--- src/rtl/smg_scan_driver.sv ---
// smg_scan_driver
//   Multiplexed seven-segment scan driver. Packed hex nibbles and per-digit
//   decimal points are captured on Load. They are moved into the displayed
//   (shadow) copy only at a frame boundary, so a frame never mixes old and
//   new digits. Also provides leading-zero blanking and PWM brightness.
//
// Ports
//   CLK         system clock
//   RSTn        asynchronous active-low reset
//   Number_Sig  hex nibbles, [3:0] = digit 0 (rightmost)
//   Dp_Sig      decimal point per digit, bit i = digit i
//   Load        1-cycle strobe capturing Number_Sig/Dp_Sig
//   Lz_En       1: blank leading zeros
//   Bright      duty level, 0 = 1/2**BRIGHT_W, max = 100%
//   SMG_Data    segments {dp,g,f,e,d,c,b,a}, registered
//   Scan_Sig    one-hot digit select, registered
//   Frame_Done  1-cycle pulse after the last digit slot ends
module smg_scan_driver #(
    parameter int DIGITS      = 6,
    parameter int SLOT_CYC    = 50000,
    parameter int BRIGHT_W    = 4,
    parameter bit SEG_ACT_LOW = 1'b1,
    parameter bit SEL_ACT_LOW = 1'b1
) (
    input  logic                  CLK,
    input  logic                  RSTn,
    input  logic [4*DIGITS-1:0]   Number_Sig,
    input  logic [DIGITS-1:0]     Dp_Sig,
    input  logic                  Load,
    input  logic                  Lz_En,
    input  logic [BRIGHT_W-1:0]   Bright,
    output logic [7:0]            SMG_Data,
    output logic [DIGITS-1:0]     Scan_Sig,
    output logic                  Frame_Done
);

    localparam int CW   = (SLOT_CYC > 1) ? $clog2(SLOT_CYC) : 1;
    localparam int IW   = $clog2(DIGITS);
    localparam int STEP = SLOT_CYC >> BRIGHT_W;

    localparam logic [CW-1:0]     CNT_LAST = CW'(SLOT_CYC - 1);
    localparam logic [IW-1:0]     IDX_LAST = IW'(DIGITS - 1);
    localparam logic [7:0]        SEG_INV  = {8{SEG_ACT_LOW}};
    localparam logic [DIGITS-1:0] SEL_INV  = {DIGITS{SEL_ACT_LOW}};

    logic [CW-1:0]         count;
    logic [IW-1:0]         idx;
    logic                  slot_end;
    logic                  frame_end;

    logic [4*DIGITS-1:0]   stage_num;
    logic [DIGITS-1:0]     stage_dp;
    logic                  pending;
    logic [4*DIGITS-1:0]   shadow_num;
    logic [DIGITS-1:0]     shadow_dp;

    logic [3:0]            cur_nib;
    logic                  cur_dp;
    logic                  cur_blank;
    logic [DIGITS-1:0]     blank_mask;
    logic                  lead;
    logic [6:0]            seg_raw;
    logic                  enabled;
    logic [7:0]            seg_nxt;
    logic [DIGITS-1:0]     sel_nxt;

    assign slot_end  = (count == CNT_LAST);
    assign frame_end = slot_end && (idx == IDX_LAST);

    // slot timer and digit index
    always_ff @(posedge CLK or negedge RSTn) begin
        if (!RSTn) begin
            count <= '0;
            idx   <= '0;
        end else if (slot_end) begin
            count <= '0;
            idx   <= (idx == IDX_LAST) ? '0 : idx + 1'b1;
        end else begin
            count <= count + 1'b1;
        end
    end

    always_ff @(posedge CLK or negedge RSTn) begin
        if (!RSTn) begin
            Frame_Done <= 1'b0;
        end else begin
            Frame_Done <= frame_end;
        end
    end

    // Staging/shadow update. A Load landing exactly on frame_end goes straight
    // to the shadow so it is not delayed by a whole frame.
    always_ff @(posedge CLK or negedge RSTn) begin
        if (!RSTn) begin
            stage_num  <= '0;
            stage_dp   <= '0;
            pending    <= 1'b0;
            shadow_num <= '0;
            shadow_dp  <= '0;
        end else if (Load && frame_end) begin
            stage_num  <= Number_Sig;
            stage_dp   <= Dp_Sig;
            shadow_num <= Number_Sig;
            shadow_dp  <= Dp_Sig;
            pending    <= 1'b0;
        end else if (Load) begin
            stage_num  <= Number_Sig;
            stage_dp   <= Dp_Sig;
            pending    <= 1'b1;
        end else if (frame_end && pending) begin
            shadow_num <= stage_num;
            shadow_dp  <= stage_dp;
            pending    <= 1'b0;
        end
    end

    // Leading-zero mask: walk down from the top digit while everything seen
    // so far is a zero nibble without dp. Digit 0 is never blanked.
    always_comb begin
        blank_mask = '0;
        lead       = Lz_En;
        for (int i = DIGITS - 1; i >= 1; i--) begin
            lead          = lead && (shadow_num[i*4 +: 4] == 4'h0) && !shadow_dp[i];
            blank_mask[i] = lead;
        end
    end

    always_comb begin
        cur_nib   = 4'h0;
        cur_dp    = 1'b0;
        cur_blank = 1'b0;
        for (int i = 0; i < DIGITS; i++) begin
            if (idx == IW'(i)) begin
                cur_nib   = shadow_num[i*4 +: 4];
                cur_dp    = shadow_dp[i];
                cur_blank = blank_mask[i];
            end
        end
    end

    always_comb begin
        case (cur_nib)
            4'h0:    seg_raw = 7'h3F;
            4'h1:    seg_raw = 7'h06;
            4'h2:    seg_raw = 7'h5B;
            4'h3:    seg_raw = 7'h4F;
            4'h4:    seg_raw = 7'h66;
            4'h5:    seg_raw = 7'h6D;
            4'h6:    seg_raw = 7'h7D;
            4'h7:    seg_raw = 7'h07;
            4'h8:    seg_raw = 7'h7F;
            4'h9:    seg_raw = 7'h6F;
            4'hA:    seg_raw = 7'h77;
            4'hB:    seg_raw = 7'h7C;
            4'hC:    seg_raw = 7'h39;
            4'hD:    seg_raw = 7'h5E;
            4'hE:    seg_raw = 7'h79;
            default: seg_raw = 7'h71;
        endcase
    end

    // PWM: the slot is split into 2**BRIGHT_W sub-slots; the digit is lit
    // for sub-slots 0..Bright. The first cycle of each slot deselects all
    // digits so the previous digit's segments never ghost onto the new one.
    always_comb begin
        enabled = ((32'(count) / 32'(STEP)) <= 32'(Bright));
        seg_nxt = (enabled && !cur_blank) ? {cur_dp, seg_raw} : 8'h00;
        sel_nxt = '0;
        if (enabled && (count != '0)) begin
            for (int i = 0; i < DIGITS; i++) begin
                if (idx == IW'(i)) begin
                    sel_nxt[i] = 1'b1;
                end
            end
        end
    end

    always_ff @(posedge CLK or negedge RSTn) begin
        if (!RSTn) begin
            SMG_Data <= SEG_INV;
            Scan_Sig <= SEL_INV;
        end else begin
            SMG_Data <= seg_nxt ^ SEG_INV;
            Scan_Sig <= sel_nxt ^ SEL_INV;
        end
    end

endmodule

--- config.mk ---
export PLATFORM = sky130hd
export DESIGN_NAME = smg_scan_driver
export DESIGN_NICKNAME = d
export VERILOG_FILES = /design/src/rtl/smg_scan_driver.sv
export SDC_FILE = /design/constraint.sdc
export NUM_CORES = 1
export LEC_CHECK = 0
export ABC_AREA = 1
export BUFFER_PORTS_ARGS = -buffer_cell sky130_fd_sc_hd__buf_2
export CAP_MARGIN = 15
export CORE_AREA = 2 2 128 130
export DETAILED_ROUTE_END_ITERATION = 6
export DIE_AREA = 0 0 130 132
export GPL_TIMING_DRIVEN = 0
export PLACE_DENSITY = 0.62
export RECOVER_POWER = 100
export SETUP_SLACK_MARGIN = 0.15
export SYNTH_ARGS = -nofsm -noshare
export SYNTH_HDL_FRONTEND = slang
export SYNTH_SLANG_ARGS = --single-unit
export TNS_END_PERCENT = 50
--- constraint.sdc ---
create_clock -name CLK -period 7.78 [get_ports CLK]
set_input_delay 1.167 -clock CLK [delete_from_list [all_inputs] [get_ports CLK]]
set_output_delay 1.167 -clock CLK [all_outputs]
set_load 0.01 [all_outputs]
==> results.sh, run 1 <==
export IMPL_start_kind="register"
export IMPL_ys_types=46
export IMPL_cp_max_fo=10
export IMPL_nets=1070
export IMPL_dieHeight_um=132
export IMPL_ir_worst_vdd_uv=119
export IMPL_synth_ff_type="dfrtp_1"
export IMPL_yosys_warnings=0
export IMPL_vias_per_cell=4.80
export IMPL_place_gp_congestion=0.834
export IMPL_htreeDepth=3
export IMPL_finalPower_w=0.00107
export IMPL_wirelength_mm=15.0
export IMPL_drive_above_1_share_pct=16.0
export IMPL_synthTopCellsByArea="dfrtp_1 31%, nand2_1 18%, inv_1 6.5%"
export IMPL_place_port_buffers=51
export IMPL_grt_max_degree=66
export IMPL_cts_tree="yes"
export IMPL_die_x_um=130
export IMPL_ios=53
export IMPL_cts_sinks=95
export IMPL_regArea_um2=2390
export IMPL_fin_skew_ps=11.8
export IMPL_violations="max-capacitance violations, max-slew violations"
export IMPL_clockRootBuffer="clkbuf_16"
export IMPL_status="finished with violations"
export IMPL_first_pass_iters=7
export IMPL_synth_top_cell_area_share_pct=31.0
export IMPL_clk_path_buf_depth=2
export IMPL_grt_pass1_vias=5733
export IMPL_multi_input_area_um2=3500
export IMPL_finalSetupViolCount=0
export IMPL_clkTransAtPathRegs_ps=70
export IMPL_syn_inst=953
export IMPL_drv_cap=2
export IMPL_grt_pass1_wl_mm=26.7
export IMPL_ctsResizeCount=0
export IMPL_final_cells=1237
export IMPL_seq_area_frac_synth_pct=36.6
export IMPL_cts_made_buffers=9
export IMPL_vias=5936
export IMPL_yosys_register_bits=95
export IMPL_num_antenna_cells=0
export IMPL_route_detailed_wl_per_inst_um=12.2
export IMPL_grt_overflow=0
export IMPL_synth_most_common_cell="nand2_1"
export IMPL_setup_tns_ps=0
export IMPL_synth_net_count=1007
export IMPL_antenna_found_initial=0
export IMPL_cellLeakagePower_nw=3.89
export IMPL_tightest_slew_ps=3350
export IMPL_post_route_period_util_pct=86.2
export IMPL_period_minus_slack_ps=6710
export IMPL_ys_async_sr_fraction_pct=100
export IMPL_cp_slowest_cell="a221oi_1"
export IMPL_drv_slew=98
export IMPL_arrival_ps=6920
export IMPL_core_um2=15700
export IMPL_syn_to_final_growth_pct=12.5
export IMPL_postCtsHoldBufs=0
export IMPL_drt_initial_drc_count=372
export IMPL_critPathCaptureType="register"
export IMPL_initial_core_util_pct=41.6
export IMPL_postRouteAntennaNets=0
export IMPL_rows=46
export IMPL_max_clock_freq_mhz=149
export IMPL_power_density_nw_per_um2=146
export IMPL_netlist_area_um2=6540
export IMPL_max_slew_margin_pct=-123
export IMPL_hpwl_mm=11.9
export IMPL_hold_class="register to register"
export IMPL_synth_largest_area_cell="dfrtp_1"
export IMPL_dp_cells=1221
export IMPL_postCtsSetupBuffers=0
export IMPL_synth_edf_count=0
export IMPL_drc_errors=0
export IMPL_syn_avg_cell_area_um2=6.86
export IMPL_track_usage_pct=18.8
export IMPL_fp_dieArea_um2=17200
export IMPL_slowest_delay_ps=950
export IMPL_n_fill_cell=1655
export IMPL_finalHoldViolCount=0
export IMPL_synthTopCellsByCount="317 x nand2_1, 114 x inv_1, 81 x dfrtp_1, 73 x nor2_1, 64 x nand3_1"
export IMPL_crit_type="register to register"
export IMPL_insertion_delay_ps=350
export IMPL_cp_required_ps=8000
export IMPL_rsz0062_at_grt="false"
path summary, 6_finish.rpt:
check	start	end	slack, ps	depth (start not counted)
max	count[4]	Scan_Sig[0]	1070	40
min	stage_num[23]	stage_num[23]	470	2
max reg2reg	count[4]	Scan_Sig[0]	1070	40
min reg2reg	stage_num[23]	stage_num[23]	470	2
max in group asynchronous	RSTn	count[3]	2710	2
min in group asynchronous	RSTn	stage_num[6]	1190	1
cells by family after synthesis:
group | synth area share (%)
and+or+nand+nor | 37.4
buffers and inverters | 9.80
AOI/OAI and AO/OA | 9.68
DFF | 36.6
xor gates and xnor gates | 2.54
adders and majority gates | 3.06
muxes | 0.861
stage by stage:
step / hold WS (ps) / utilization [%] / cell area (µm²) / setup WS [ps]
floorplan: 433 / - / 6540 / 2480
global placement: 449 / 45.0 / 7060 / 1260
detailed placement: 454 / 45.2 / 7090 / 1200
CTS: 471 / 47.1 / 7410 / 1160
global route: 486 / 46.8 / 7360 / 133
finish: 468 / 46.8 / 7360 / 1070
report_power, final:
| part | total, W | internal, W | switching, W |
|---|---|---|---|
| sequential | 0.000534 | 0.000525 | 0.00000890 |
| combinational | 0.0000824 | 0.0000280 | 0.0000544 |
| clock | 0.000459 | 0.000256 | 0.000203 |
layout by cell type (no fill, tap or decap), types with 4 or more instances in the layout:
| cell | n |
|---|---|
| a21oi_1 | 26 |
| o22ai_1 | 5 |
| inv_6 | 4 |
| mux2_2 | 5 |
| nand2_1 | 318 |
| nand2_4 | 7 |
| o31ai_1 | 4 |
| o21ai_1 | 5 |
| clkbuf_1 | 32 |
| nor2_4 | 6 |
| clkbuf_16 | 9 |
| nand2_2 | 32 |
| nor3_1 | 14 |
| o21ai_0 | 50 |
| inv_2 | 19 |
| nand4_1 | 8 |
| xor2_1 | 17 |
| ha_1 | 16 |
| nor2_1 | 73 |
| nor2_2 | 11 |
| nand3_2 | 6 |
| o211ai_1 | 6 |
| dfstp_2 | 14 |
| dfrtp_1 | 81 |
| nor4_1 | 4 |
| buf_2 | 36 |
| nand3_1 | 64 |
| inv_1 | 114 |
state kept, by name, summed over array words and instances (netlist names):
register / flops
stage_dp: 6
SMG_Data: 8
pending: 1
shadow_dp: 6
Frame_Done: 1
stage_num: 24
Scan_Sig: 6
count: 16
idx: 3
shadow_num: 24
layer usage:
metal	up-vias	track usage, %	routed length, µm
li1	3142	-	-
met2	77	31.2	7090
met5	-	0	0
met3	19	1.83	315
met4	0	5.50	284
met1	2698	26.0	7350
worst max-delay path, delay by kind of cell (launching register included):
family / cells / cell delay, ps
simple gates: 26 / 3320
compound gates: 6 / 1740
fa+ha+maj: 3 / 600
flops: 1 / 460
buf+inv: 5 / 430
cell type report:
type                    count  area share, %
multi-input cells         699           47.6
plain buffers              22           1.65
well taps                 216           3.67
repair buffers             52           3.25
flip-flops and latches     95           32.6
clock inverters             7           1.17
inverters                 137           7.04
clock buffers               9           3.06
No activity file was read; power rests on OpenSTA's default activity.
==> run 2: changes to the inputs <==
--- a/config.mk
+++ b/config.mk
@@ -8,11 +8,11 @@
 export ABC_AREA = 1
 export BUFFER_PORTS_ARGS = -buffer_cell sky130_fd_sc_hd__buf_2
 export CAP_MARGIN = 15
-export CORE_AREA = 2 2 128 130
+export CORE_AREA = 2 2 104 106
 export DETAILED_ROUTE_END_ITERATION = 6
-export DIE_AREA = 0 0 130 132
+export DIE_AREA = 0 0 106 108
 export GPL_TIMING_DRIVEN = 0
-export PLACE_DENSITY = 0.62
+export PLACE_DENSITY = 0.87
 export RECOVER_POWER = 100
 export SETUP_SLACK_MARGIN = 0.15
 export SYNTH_ARGS = -nofsm -noshare
==> results.sh, run 2 (synthesis results as in run 1) <==
export IMPL_postCtsHoldBufs=0
export IMPL_wirelength_mm=15.0
export IMPL_fp_dieArea_um2=11400
export IMPL_ir_worst_vdd_uv=145
export IMPL_cellLeakagePower_nw=3.85
export IMPL_grt_pass1_wl_mm=26.2
export IMPL_grt_overflow=0
export IMPL_finalHoldViolCount=0
export IMPL_hpwl_mm=11.3
export IMPL_cp_common_cell="nand3_1"
export IMPL_slowest_delay_ps=950
export IMPL_reg_top3="shadow_num (24), stage_num (24), count (16)"
export IMPL_postCtsSetupBuffers=0
export IMPL_rsz0062_at_grt="false"
export IMPL_drv_cap=2
export IMPL_clk_path_buf_depth=2
export IMPL_ctsResizeCount=0
export IMPL_critPathCaptureType="register"
export IMPL_mostFrequentLayoutCells="317 x nand2_1, 114 x inv_1, 81 x dfrtp_1, 74 x nor2_1, 65 x nand3_1"
export IMPL_drive_above_1_share_pct=15.9
export IMPL_clockRootBuffer="clkbuf_8"
export IMPL_power_density_nw_per_um2=139
export IMPL_start_kind="register"
export IMPL_arrival_ps=7130
export IMPL_grt_max_degree=64
export IMPL_crit_type="register to register"
export IMPL_final_util_pct=70.1
export IMPL_htreeDepth=3
export IMPL_place_area_um2=6990
export IMPL_fin_skew_ps=15.5
export IMPL_max_clock_freq_mhz=145
export IMPL_status="finished with violations"
export IMPL_first_pass_iters=5
export IMPL_cts_tree="yes"
export IMPL_postRouteAntennaNets=0
export IMPL_ios=53
export IMPL_period_minus_slack_ps=6900
export IMPL_dieHeight_um=108
export IMPL_track_usage_pct=27.9
export IMPL_stdcell_area_um2=7180
export IMPL_max_slew_margin_pct=-114
export IMPL_place_port_buffers=51
export IMPL_drt_initial_drc_count=419
export IMPL_cp_required_ps=8010
export IMPL_final_common_cell="nand2_1"
export IMPL_setup_tns_ps=0
export IMPL_tightest_slew_ps=3210
export IMPL_place_gp_congestion=0.947
export IMPL_clkTransAtPathRegs_ps=100
export IMPL_finalSetupViolCount=0
export IMPL_grt_pass1_vias=5796
export IMPL_cp_slowest_cell="a221oi_1"
export IMPL_core_um2=10200
export IMPL_num_antenna_cells=0
export IMPL_hold_class="register to register"
export IMPL_drv_slew=98
export IMPL_critPathBufInv=5
export IMPL_insertion_delay_ps=360
export IMPL_die_x_um=106
export IMPL_rows=37
export IMPL_violations="max-capacitance violations, max-slew violations"
export IMPL_cp_max_fo=10
export IMPL_vias=6214
export IMPL_route_detailed_wl_per_inst_um=13.0
export IMPL_cts_sinks=95
export IMPL_drc_errors=0
export IMPL_cts_made_buffers=9
export IMPL_initial_core_util_pct=63.9
export IMPL_critical_path_top_delay_family="simple AND/OR/NAND/NOR gates"
export IMPL_syn_to_final_growth_pct=9.74
export IMPL_vias_per_cell=5.37
export IMPL_antenna_found_initial=0
export IMPL_post_route_period_util_pct=88.8
export IMPL_nets=1070
## run 2: path summary, 6_finish.rpt
check                      cells after the start            end  slack, ps        start
setup / recovery                              40    SMG_Data[7]        880     count[4]
hold / removal                                 2    stage_dp[4]        480  stage_dp[4]
max in group asynchronous                      2   stage_num[1]       2800         RSTn
min in group asynchronous                      1  stage_num[17]       1220         RSTn
setup reg to reg                              40    SMG_Data[7]        880     count[4]
hold reg to reg                                2    stage_dp[4]        480  stage_dp[4]
## run 2: final cells by class
type,count,area (µm²)
repair buffers,52,239
multi-input cells,699,3500
well taps,136,170
flip-flops and latches,95,2390
inverters,137,518
fillers,901,3060
plain buffers,22,121
clock inverters,5,85.1
clock buffers,11,151
## run 2: metrics by stage
step | cells | total power, W | setup WS, ps | hold WS, ps
after floorplan | 953 | 0.000589 | 2480 | 433
after global placement | 1140 | 0.000625 | 1210 | 450
after detailed placement | 1141 | 0.000630 | 1130 | 457
after CTS | 1157 | 0.00101 | 1140 | 480
after global routing | 1157 | 0.00104 | 202 | 503
final | 1157 | 0.000999 | 875 | 478
## run 2: routing by layer
| metal | global-route usage (%) | vias up | share of wire (%) |
|---|---|---|---|
| met5 | 0 | - | 0 |
| met4 | 6.86 | 0 | 1.4 |
| met3 | 4.88 | 26 | 6.5 |
| met2 | 45.7 | 212 | 45 |
| met1 | 39.2 | 2847 | 47 |
| li1 | - | 3129 | - |
## run 2: power breakdown
part	switching (W)	total [W]	internal (W)
Sequential	0.0000100	0.000535	0.000525
Combinational	0.0000565	0.0000845	0.0000280
Clock	0.000179	0.000380	0.000201
## run 2: worst reg2reg max path: cells and delay by family, from the launching register on
family / cells / cell delay (ps)
AOI/OAI and AO/OA: 7 / 2070
adders and majority gates: 3 / 610
buffers and inverters: 5 / 420
DFF: 1 / 480
and+or+nand+nor: 25 / 3200
